## src/rtl/fpu_pkg.sv

```systemverilog
// fpu_pkg
//    Field layout constants for IEEE-754 single precision plus the result
//    flag bit positions. The add/sub pipeline, this collector and writeback
//    all use it.
//    fp_classify() returns {nan,inf,zero} for a 32-bit value. Its callers
//    only use it when FP_RESULT_FLAGS_EN is defined.
package fpu_pkg;
   localparam int         FP_W         = 32;
   localparam int         EXP_MSB      = 30;
   localparam int         EXP_LSB      = 23;
   localparam int         MAN_MSB      = 22;
   localparam logic [7:0] EXP_ALL_ONES = 8'hFF;

   localparam int FLAG_ZERO = 0;
   localparam int FLAG_INF  = 1;
   localparam int FLAG_NAN  = 2;
   localparam int FLAG_W    = 3;

   typedef logic [FLAG_W-1:0] fp_flags_t;

   function automatic fp_flags_t fp_classify(input logic [FP_W-1:0] v);
      fp_flags_t f;
      logic      exp_ones;
      logic      exp_zero;
      logic      man_zero;
      exp_ones     = (v[EXP_MSB:EXP_LSB] == EXP_ALL_ONES);
      exp_zero     = (v[EXP_MSB:EXP_LSB] == '0);
      man_zero     = (v[MAN_MSB:0] == '0);
      f            = '0;
      f[FLAG_ZERO] = exp_zero && man_zero;
      f[FLAG_INF]  = exp_ones && man_zero;
      f[FLAG_NAN]  = exp_ones && !man_zero;
      return f;
   endfunction
endpackage

```

## src/rtl/fp_result_collector_if.sv

```systemverilog
// fp_result_collector_if
//    Groups the issue handshake, the pipeline C bus and the result handshake
//    of the FP result collector.
//    Signals:
//       issue_valid / issue_tag / issue_ready  upstream issue handshake
//       fp_c                                   C output of the add/sub pipeline
//       res_valid / res_ready                  result handshake toward writeback
//       res_data / res_tag                     head result and its tag
//       res_flags                              {nan,inf,zero}; exists only when
//                                              FP_RESULT_FLAGS_EN is defined
//    Modports:
//       master  upstream, pipeline and writeback side
//       slave   the collector
interface fp_result_collector_if
   import fpu_pkg::*;
#(
   parameter int TAG_W = 4
) ();
   logic             issue_valid;
   logic [TAG_W-1:0] issue_tag;
   logic             issue_ready;
   logic [FP_W-1:0]  fp_c;
   logic             res_valid;
   logic             res_ready;
   logic [FP_W-1:0]  res_data;
   logic [TAG_W-1:0] res_tag;
`ifdef FP_RESULT_FLAGS_EN
   logic [FLAG_W-1:0] res_flags;

   modport master (
      output issue_valid, issue_tag, fp_c, res_ready,
      input  issue_ready, res_valid, res_data, res_tag, res_flags
   );
   modport slave (
      input  issue_valid, issue_tag, fp_c, res_ready,
      output issue_ready, res_valid, res_data, res_tag, res_flags
   );
`else
   modport master (
      output issue_valid, issue_tag, fp_c, res_ready,
      input  issue_ready, res_valid, res_data, res_tag
   );
   modport slave (
      input  issue_valid, issue_tag, fp_c, res_ready,
      output issue_ready, res_valid, res_data, res_tag
   );
`endif
endinterface

```

## src/rtl/fp_result_fifo.sv

```systemverilog
// fp_result_fifo
//    A FIFO of WIDTH-bit entries, DEPTH deep (DEPTH must be a power of two
//    and at least 2). The storage array has no reset. The head entry is held
//    in a register, which is loaded from storage through the read pointer.
//    Each pointer has one extra MSB, so the FIFO can tell full from empty.
//    Ports:
//       clk, rst              clock and asynchronous active-high reset
//       push, push_data       write one entry (the caller guarantees not full)
//       out_valid, out_ready  head handshake; a pop happens on valid && ready
//       out_data              registered head entry
module fp_result_fifo #(
   parameter int WIDTH = 36,
   parameter int DEPTH = 4
) (
   input  logic             clk,
   input  logic             rst,
   input  logic             push,
   input  logic [WIDTH-1:0] push_data,
   input  logic             out_ready,
   output logic             out_valid,
   output logic [WIDTH-1:0] out_data
);
   localparam int          AW      = $clog2(DEPTH);
   localparam logic [AW:0] PTR_ONE = 1;

   logic [WIDTH-1:0] mem [DEPTH];
   logic [AW:0]      wr_ptr_q, wr_ptr_d;
   logic [AW:0]      rd_ptr_q, rd_ptr_d;
   logic [WIDTH-1:0] head_q, head_d;
   logic             empty;
   logic             full;
   logic             pop;

   assign empty     = (wr_ptr_q == rd_ptr_q);
   assign full      = (wr_ptr_q[AW] != rd_ptr_q[AW]) &&
                      (wr_ptr_q[AW-1:0] == rd_ptr_q[AW-1:0]);
   assign pop       = !empty && out_ready;
   assign out_valid = !empty;
   assign out_data  = head_q;

   // The head register changes only when the head entry changes: on a pop,
   // or on a push into an empty FIFO. If the next head is the entry being
   // written on this same edge, it is taken from push_data, because storage
   // does not hold that entry yet.
   always_comb begin
      wr_ptr_d = wr_ptr_q;
      rd_ptr_d = rd_ptr_q;
      head_d   = head_q;
      if (push) begin
         wr_ptr_d = wr_ptr_q + PTR_ONE;
      end
      if (pop) begin
         rd_ptr_d = rd_ptr_q + PTR_ONE;
      end
      if (pop || (empty && push)) begin
         if (push && (rd_ptr_d == wr_ptr_q)) begin
            head_d = push_data;
         end else begin
            head_d = mem[rd_ptr_d[AW-1:0]];
         end
      end
   end

   always_ff @(posedge clk) begin
      if (push) begin
         mem[wr_ptr_q[AW-1:0]] <= push_data;
      end
   end

   always_ff @(posedge clk or posedge rst) begin
      if (rst) begin
         wr_ptr_q <= '0;
         rd_ptr_q <= '0;
         head_q   <= '0;
      end else begin
         wr_ptr_q <= wr_ptr_d;
         rd_ptr_q <= rd_ptr_d;
         head_q   <= head_d;
      end
   end

   // Credits should make a push while full impossible.
   push_when_full_a: assert property (@(posedge clk) disable iff (rst) !(push && full));
endmodule

```

## src/rtl/fp_result_collector.sv

```systemverilog
// fp_result_collector
//    Sits downstream of the 5-stage FP add/sub pipeline. A valid/tag delay
//    line, LATENCY slots long, tracks which pipeline slots hold real
//    operations. When such an operation's C emerges, fp_c is captured into a
//    small FIFO. The FIFO drains to writeback through a valid/ready handshake.
//    Upstream is throttled with credits: issue_ready is low whenever
//    (FIFO occupancy + in-flight ops) has reached DEPTH. A result therefore
//    always finds a free FIFO slot.
//    Optional feature: define FP_RESULT_FLAGS_EN to classify each captured
//    result as {nan,inf,zero} and to add the res_flags port.
//    Ports:
//       clk, rst   clock and asynchronous active-high reset
//       bus        fp_result_collector_if.slave (issue, fp_c and result
//                  handshakes)
module fp_result_collector
   import fpu_pkg::*;
#(
   parameter int LATENCY = 5,
   parameter int DEPTH   = 4,
   parameter int TAG_W   = 4
) (
   input  logic                 clk,
   input  logic                 rst,
   fp_result_collector_if.slave bus
);
   localparam int               CNT_W   = $clog2(DEPTH) + 1;
   localparam logic [CNT_W-1:0] CNT_ONE = 1;
   localparam logic [CNT_W-1:0] CNT_MAX = CNT_W'(DEPTH);
`ifdef FP_RESULT_FLAGS_EN
   localparam int ENTRY_W = FP_W + TAG_W + FLAG_W;
`else
   localparam int ENTRY_W = FP_W + TAG_W;
`endif

   logic               accept;
   logic               pop;
   logic [LATENCY-1:0] vbit_q, vbit_d;
   logic [TAG_W-1:0]   tag_q [LATENCY];
   logic [TAG_W-1:0]   tag_d [LATENCY];
   logic [CNT_W-1:0]   reserved_q, reserved_d;
   logic [ENTRY_W-1:0] push_data;
   logic [ENTRY_W-1:0] head_data;
   logic               head_valid;

   // issue_ready depends only on a register. A slot freed by a pop therefore
   // becomes visible one cycle later, and there is no path from res_ready to
   // issue_ready.
   assign bus.issue_ready = (reserved_q < CNT_MAX);
   assign accept          = bus.issue_valid && bus.issue_ready;
   assign pop             = head_valid && bus.res_ready;

   // Slot 0 is loaded on the accept edge. Slot LATENCY-1 is therefore set
   // during the cycle in which the pipeline presents that operation's C.
   always_comb begin
      vbit_d   = {vbit_q[LATENCY-2:0], accept};
      tag_d[0] = bus.issue_tag;
      for (int i = 1; i < LATENCY; i++) begin
         tag_d[i] = tag_q[i-1];
      end
   end

   // reserved counts every result that already owns a FIFO slot, whether it
   // is still in the pipeline or already stored.
   always_comb begin
      reserved_d = reserved_q;
      if (accept && !pop) begin
         reserved_d = reserved_q + CNT_ONE;
      end else if (pop && !accept) begin
         reserved_d = reserved_q - CNT_ONE;
      end
   end

   always_ff @(posedge clk or posedge rst) begin
      if (rst) begin
         vbit_q     <= '0;
         reserved_q <= '0;
         for (int i = 0; i < LATENCY; i++) begin
            tag_q[i] <= '0;
         end
      end else begin
         vbit_q     <= vbit_d;
         reserved_q <= reserved_d;
         for (int i = 0; i < LATENCY; i++) begin
            tag_q[i] <= tag_d[i];
         end
      end
   end

`ifdef FP_RESULT_FLAGS_EN
   assign push_data     = {fp_classify(bus.fp_c), tag_q[LATENCY-1], bus.fp_c};
   assign bus.res_flags = head_data[FP_W+TAG_W +: FLAG_W];
`else
   assign push_data = {tag_q[LATENCY-1], bus.fp_c};
`endif
   assign bus.res_data  = head_data[FP_W-1:0];
   assign bus.res_tag   = head_data[FP_W +: TAG_W];
   assign bus.res_valid = head_valid;

   fp_result_fifo #(
      .WIDTH(ENTRY_W),
      .DEPTH(DEPTH)
   ) u_fifo (
      .clk       (clk),
      .rst       (rst),
      .push      (vbit_q[LATENCY-1]),
      .push_data (push_data),
      .out_ready (bus.res_ready),
      .out_valid (head_valid),
      .out_data  (head_data)
   );
endmodule

```

## src/flat_wrapper.sv

```systemverilog
// flat-port wrapper written by rule: the top's interface ports become plain ports
module fp_result_collector_flat import fpu_pkg::*;
#(
   parameter int LATENCY = 5,
   parameter int DEPTH   = 4,
   parameter int TAG_W   = 4
)
  (clk, rst, bus_issue_valid, bus_issue_tag, bus_fp_c, bus_res_ready, bus_issue_ready, bus_res_valid, bus_res_data, bus_res_tag);
  fp_result_collector_if #(.TAG_W(TAG_W)) bus_i ();
  input  logic clk;
  input  logic rst;
  input wire logic [$bits(bus_i.issue_valid)-1:0] bus_issue_valid;
  input wire logic [$bits(bus_i.issue_tag)-1:0] bus_issue_tag;
  input wire logic [$bits(bus_i.fp_c)-1:0] bus_fp_c;
  input wire logic [$bits(bus_i.res_ready)-1:0] bus_res_ready;
  output wire logic [$bits(bus_i.issue_ready)-1:0] bus_issue_ready;
  output wire logic [$bits(bus_i.res_valid)-1:0] bus_res_valid;
  output wire logic [$bits(bus_i.res_data)-1:0] bus_res_data;
  output wire logic [$bits(bus_i.res_tag)-1:0] bus_res_tag;
  assign bus_i.issue_valid = bus_issue_valid;
  assign bus_i.issue_tag = bus_issue_tag;
  assign bus_i.fp_c = bus_fp_c;
  assign bus_i.res_ready = bus_res_ready;
  assign bus_issue_ready = bus_i.issue_ready;
  assign bus_res_valid = bus_i.res_valid;
  assign bus_res_data = bus_i.res_data;
  assign bus_res_tag = bus_i.res_tag;
  fp_result_collector #(.LATENCY(LATENCY), .DEPTH(DEPTH), .TAG_W(TAG_W)) u_core (.clk(clk), .rst(rst), .bus(bus_i));
endmodule
```

## config.mk

```make
export PLATFORM = sky130hd
export DESIGN_NAME = fp_result_collector_flat
export DESIGN_NICKNAME = d
export VERILOG_FILES = /design/src/rtl/fpu_pkg.sv /design/src/rtl/fp_result_collector_if.sv /design/src/rtl/fp_result_fifo.sv /design/src/rtl/fp_result_collector.sv /design/src/flat_wrapper.sv
export SDC_FILE = /design/constraint.sdc
export NUM_CORES = 1
export LEC_CHECK = 0
export ABC_AREA = 1
export CORE_ASPECT_RATIO = 1.1
export CORE_MARGIN = 5
export CORE_UTILIZATION = 57
export DETAILED_ROUTE_END_ITERATION = 7
export HOLD_SLACK_MARGIN = 0.03
export PLACE_DENSITY = 0.88
export SLEW_MARGIN = 20
export SYNTH_ARGS = -nofsm -noshare
export SYNTH_HDL_FRONTEND = slang
export SYNTH_SLANG_ARGS = --single-unit
```

## constraint.sdc

```tcl
create_clock -name clk -period 2.2 [get_ports clk]
set_input_delay 0.22 -clock clk [delete_from_list [all_inputs] [get_ports clk]]
set_output_delay 0.22 -clock clk [all_outputs]
set_load 0.005 [all_outputs]
```

==> flow_summary.ini, run 1 <==
[outcome]
status = finished clean

[layout]
final_layout_size_suffix_gt1_share_pct = 10.3
layout.cells.most_common = nand3_1
leading_cell_types_in_the_layout_fill_and_taps_excluded = nand3_1 (220), nand2_1 (199), edfxtp_1 (144)
nFillCells = 962
diodes = 0
area_delta_synth_final_pct = 22.8
stdcell_area_um2 = 10800
design.final.nets = 906

[sta]
relSlewSlack_pct = 71.2
worst_slack_ns = 0.0527
worst_case_clock_skew_ns = 0.0210
sum_of_negative_setup_slack_ns = 0
final_period_minus_worst_setup_slack_ns = 2.15
timing_worst_slew_pin_value_ns = 0.432
final_hold_viol_count = 0
finalSetupViolCount = 0
final.hold.worst_slack_ns = 0.119
fmax_mhz = 466
maxSlewViolCount = 0
period_share_pct = 97.6

[cts]
cts_tree = done
clk_pin_slew_ns = 0.07
clock_tree.buffer_depth = 3
cts-buffers-inserted = 21
cts_hold_buf = 0
insertion_delay_ns = 0.51
cts.htree.levels = 1
root_buffer = clkbuf_16
clkSinkCount = 214

[floorplan]
core_area_um2 = 15100
dieHeight_um = 140
die_x_um = 128
io-pin-count = 78
initial_utilization_pct = 58.1
rows = 47
dieArea_um2 = 18000

[routing]
drt_pass1_iterations = 6
drc = 0
vias = 6590
initialDrtViolationCount = 898
final_antenna_net_count = 0
wl_per_cell_um = 21.1
wirelength_um = 22600
via_per_inst = 6.16

[pwr]
power_frac_clock_pct = 24.0
ir_worst_vdd_uv = 917
power.switching_fraction_pct = 37.2
powerDensity_nw_per_um2 = 1470
power_frac_seq_pct = 35.5
switch_pwr_uw = 5910
comb_power_share_pct = 40.6
static-leakage-power_uw = 0.00439
p_int_uw = 9990

[synth]
yosys.area.top_type = edfxtp_1
synth_seq_area_share_pct = 69.2
ys_ff_latch = 214
main_area_contributors_after_synthesis = edfxtp_1 (49%), dfrtp_1 (20%), nand3_1 (13%)
synth.top_cell.area_share_pct = 49.2
postSynthNetCount = 815
count_of_distinct_cell_types_in_the_synthesized_netlist = 27
syn_area_um2 = 8780
synthesis.area_per_instance_um2 = 11.4
syn-instance-count = 768
synth_warnings = 0

[worst_setup_path]
worst_r2r_startpoint = u_core.u_fifo.rd_ptr_q[0]
critical_path.reg2reg.endpoint = u_core.u_fifo.out_data[25]
crit_path_max_fanout = 21
worst-r2r-cell-count = 13
criticalPathCategory = reg2reg
timing.critical_path.arrival_ns = 2.55
r2r_setup_slk_ns = 0.05
worst_setup_path_start_kind = flip-flop
cp_data_required_time_ns = 2.60
worstSetupEndpointType = flip-flop

[flow_run]
max_cap_viol_count = 0

[worst_hold_path]
hold_path_class = in2async

[grt]
globalRoute.totalOverflow = 0
global_route.usage.total_pct = 24.5
global_route_wire_length_before_repair_um = 34800
antenna_found_initial = 0
grt_pass1_vias = 6633
grt_max_degree = 71

[placed_design]
io_buffers = 77
placed_cell_area_um2 = 10000
gp_congestion = 0.852
detailedPlacementHpwl_um = 12000
post_place_setup_slack_ns = 0.0873
[repair_timing]
action                     CTS  global route
resized for setup            0             4
setup endpoints to repair    0            25
buffers inserted             0             2
[power groups by stage]
stage	clock, uW	sequential [uW]	combinational [uW]
after floorplan	0	5620	3610
after CTS	3830	5630	6240
final	3810	5640	6450
after global routing	4020	5710	7010
after global placement	0	5650	5910
after detailed placement	0	5680	6090
[kinds of logic (layout without fill, tap and decap cells)]
group | count (synthesis) | count (layout) | synth area share (%)
AO/OA/AOI/OAI | 7 | 7 | 0.556
XOR/XNOR | 5 | 5 | 0.498
adder cells (fa/ha/maj) | 7 | 7 | 1.08
buffers and inverters | 65 | 171 | 3.13
flip-flops | 214 | 214 | 69.2
multiplexers | 1 | 1 | 0.128
AND/OR/NAND/NOR | 469 | 469 | 25.4
[critical path: stages (launching register included)]
cell and delay, ns:
dfrtp_1 0.45, inv_2 0.12, nand2_1 0.07, nand2_2 0.10, nand3_4 0.13, nand2_4 0.13
nand2_1 0.07, nand2_1 0.16, nand2_1 0.12, nand2_4 0.10, buf_4 0.29, nand3b_1 0.14
nand3_1 0.12, nand2_1 0.06
[cell usage after synthesis (all sizes together)]
library cell  instances
xor2                  4
fa                    1
nand2               208
edfxtp              144
clkbuf               15
o21bai                1
mux2                  1
a21oi                 3
o21ai                 3
nand3               222
xnor2                 1
nand4                 1
ha                    6
buf                  32
dfrtp                70
clkinv                1
nand3b               37
inv                  17
nor2                  1
[how the worst max path moves through the flow]
stage               depth (start not counted)                    endpoint                      start
floorplan                                   1        u_core.push_data[32]                        rst
CTS                                         5               bus_res_valid  u_core.u_fifo.wr_ptr_q[1]
global route                               13  u_core.u_fifo.out_data[25]  u_core.u_fifo.rd_ptr_q[0]
finish                                     13  u_core.u_fifo.out_data[25]  u_core.u_fifo.rd_ptr_q[0]
detailed placement                          8        u_core.reserved_q[2]              bus_res_ready
global placement                            8        u_core.reserved_q[2]              bus_res_ready
[sequential cells by signal (all words and copies together), names as in the netlist]
name,flops
u_core.u_fifo.mem,144
u_core.u_fifo.rd_ptr_q,3
u_core.u_fifo.wr_ptr_q,3
u_core.u_fifo.out_data,36
u_core.reserved_q,3
u_core.tag_d,16
u_core.vbit_q,5
u_core.push_data,4
[metal layers]
metal | vias to the layer above | GRT usage (%) | part of all wire, %
met5 | - | 0 | 0
met4 | 0 | 10.6 | 4.0
met3 | 87 | 3.69 | 11
met2 | 507 | 40.7 | 49
met1 | 3130 | 32.1 | 36
li1 | 2866 | - | -
[layout make-up]
class / count / area, um2 / share of cell area, %
clock buffer: 25 / 561 / 5.20
clock inverter: 13 / 171 / 1.59
inverter: 18 / 70.1 / 0.650
multi-input combinational: 489 / 2440 / 22.6
sequential: 214 / 6080 / 56.3
tap: 196 / 245 / 2.27
timing repair buffer: 115 / 1220 / 11.3
[stage by stage]
step / total power [uW] / utilization, % / cells
after detailed placement: 11800 / 66.2 / 1029
after global routing: 16700 / 71.4 / 1070
after floorplan: 9240 / - / 768
final: 15900 / 71.4 / 1070
after global placement: 11600 / 66.2 / 1029
after CTS: 15700 / 71.0 / 1067
Power figures use the tool's default switching activity.
==> inputs of run 2 (changes only) <==
--- a/config.mk
+++ b/config.mk
@@ -8,10 +8,11 @@
 export ABC_AREA = 1
 export CORE_ASPECT_RATIO = 1.1
 export CORE_MARGIN = 5
-export CORE_UTILIZATION = 57
+export CORE_UTILIZATION = 60
+export CTS_BUF_LIST = sky130_fd_sc_hd__clkbuf_8
 export DETAILED_ROUTE_END_ITERATION = 7
 export HOLD_SLACK_MARGIN = 0.03
-export PLACE_DENSITY = 0.88
+export PLACE_DENSITY = 0.92
 export SLEW_MARGIN = 20
 export SYNTH_ARGS = -nofsm -noshare
 export SYNTH_HDL_FRONTEND = slang
==> constraint.sdc (replaced) <==
create_clock -name clk -period 2.2 [get_ports clk]
set_input_delay 0.22 -clock clk [delete_from_list [all_inputs] [get_ports clk]]
set_output_delay 0.22 -clock clk [all_outputs]
set_load 0.02 [all_outputs]
==> run 2 against run 1 <==
  * First-iteration DRC count decreased by 3.3%
  * Clock power decreased by 13%
  * Non-clock buffer count is 5 higher
  * Maximum frequency increased by 0.74%
  * Sequential power hardly changed
  * Cell count increased by 1.8%
  * Clock skew decreased by 0.0072 ns
  * Via count increased by 1.1%
  * Count of clock-buffer cells in the layout grew 14
  * Largest cell class unchanged
  * Largest power group unchanged
  * Highest routed layer unchanged
==> flow_summary.ini, run 2 (same netlist as run 1, synthesis figures left out) <==
[sta]
worst_case_clock_skew_ns = 0.0139
timing_worst_slew_pin_value_ns = 0.373
sum_of_negative_setup_slack_ns = 0
fmax_mhz = 469
final_hold_viol_count = 0
final_period_minus_worst_setup_slack_ns = 2.13
finalSetupViolCount = 0
worst_slack_ns = 0.0683
period_share_pct = 96.9
final.hold.worst_slack_ns = 0.0983
relSlewSlack_pct = 75.1
maxSlewViolCount = 0

[cts]
clock_tree.buffer_depth = 3
cts-buffers-inserted = 30
insertion_delay_ns = 0.56
root_buffer = clkbuf_8
cts_tree = done
clk_pin_slew_ns = 0.07
clkSinkCount = 214
cts.htree.levels = 1

[layout]
layout.cells.most_common = nand3_1
diodes = 0
area_delta_synth_final_pct = 21.7
leading_cell_types_in_the_layout_fill_and_taps_excluded = nand3_1 (220), nand2_1 (198), edfxtp_1 (144)
stdcell_area_um2 = 10700
design.final.nets = 920
final_layout_size_suffix_gt1_share_pct = 12.5
largest_register_ff_count = 144

[placed_design]
gp_congestion = 0.830
post_place_setup_slack_ns = 0.0660
detailedPlacementHpwl_um = 12900
placed_cell_area_um2 = 9970
io_buffers = 77

[floorplan]
dieArea_um2 = 17200
dieHeight_um = 137
die_x_um = 125
core_area_um2 = 14400
rows = 46
io-pin-count = 78
initial_utilization_pct = 61.1

[pwr]
ir_worst_vdd_uv = 838
total_power_uw = 15700
static-leakage-power_uw = 0.00440
powerDensity_nw_per_um2 = 1470

[grt]
globalRoute.totalOverflow = 0
global_route_wire_length_before_repair_um = 34700
grt_pass1_vias = 6823
grt_max_degree = 45
global_route.usage.total_pct = 25.7
antenna_found_initial = 0

[outcome]
status = finished clean

[routing]
final_antenna_net_count = 0
drc = 0
wirelength_um = 22200
initialDrtViolationCount = 868
via_per_inst = 6.12
vias = 6661
wl_per_cell_um = 20.4
drt_pass1_iterations = 6

[worst_setup_path]
worst_setup_path_start_kind = flip-flop
timing.critical_path.arrival_ns = 2.58
worstSetupEndpointType = flip-flop
cp_data_required_time_ns = 2.64
criticalPathCategory = reg2reg
crit_path_max_fanout = 18

[worst_hold_path]
hold_path_class = in2reg

[flow_run]
max_cap_viol_count = 0
[run 2: changes by cell type in the layout (fill, tap and decap cells not counted), sizes merged]
cell / previous run / this run
inv: 18 / 20
clkdlybuf4s50: 77 / 76
bufinv: 4 / 2
buf: 37 / 42
dlygate4sd3: 0 / 1
clkinvlp: 2 / 0
clkbuf: 26 / 39
dlygate4sd2: 0 / 1
clkinv: 7 / 13
[run 2: path summary, 6_finish.rpt]
path	slack [ns]	depth (start not counted)	to	startpoint
worst max-delay path	0.07	13	u_core.u_fifo.out_data[15]	u_core.u_fifo.wr_ptr_q[0]
worst min-delay path	0.1	1	u_core.tag_d[13]	bus_issue_tag[1]
worst max register to register	0.07	13	u_core.u_fifo.out_data[15]	u_core.u_fifo.wr_ptr_q[0]
worst min register to register	0.34	0	u_core.vbit_q[1]	u_core.vbit_q[0]
max in group asynchronous	1.23	4	u_core.u_fifo.out_data[10]	rst
min in group asynchronous	0.45	3	u_core.reserved_q[0]	rst
[run 2: critical path, cell delays in order (launching register included)]
cell and delay (ns):
dfrtp_1 0.46, inv_2 0.09, nand2_1 0.10, nand2_2 0.09, nand3_4 0.11, buf_12 0.12, nand3b_1 0.11, nand2_4 0.17
nand2_2 0.09, nand2_4 0.07, buf_4 0.25, nand3b_1 0.15, nand3_1 0.14, nand2_1 0.07
[run 2: layout make-up]
class / count / area [um2]
flip-flops and latches: 214 / 6080
fillers: 835 / 3700
multi-input cells: 489 / 2440
repair buffers: 120 / 1200
clock buffers: 39 / 537
well taps: 192 / 240
clock inverters: 17 / 126
inverters: 18 / 71.3
[run 2: metal layers]
layer / GRT usage, % / share of wire (%) / up-vias
met1: 32.0 / 35 / 3159
met2: 44.7 / 51 / 513
met4: 11.7 / 3.5 / 0
met5: 0 / 0 / -
li1: - / - / 2904
met3: 4.33 / 11 / 85
[run 2: report_power, final]
group          leakage (uW)  internal [uW]  total, uW  switching (uW)
clock              0.000366           1830       3320            1490
combinational       0.00189           2430       6770            4340
sequential          0.00214           5210       5640             426
[run 2: what timing repair did]
item                                    4_1_cts  5_1_grt
hold buffers                                  1        0
endpoints found under the setup margin        1       37
gates cloned                                  0        0
endpoints found under the hold margin        11        0
resized for setup                             1        7
pin swaps                                     0        3
setup buffers                                 0        3
[run 2: per-stage QoR]
| step | std cells | util [%] |
|---|---|---|
| after floorplan | 768 | - |
| after global placement | 1029 | 69.3 |
| after detailed placement | 1029 | 69.3 |
| after CTS | 1086 | 74.0 |
| after global routing | 1089 | 74.3 |
| final | 1089 | 74.3 |
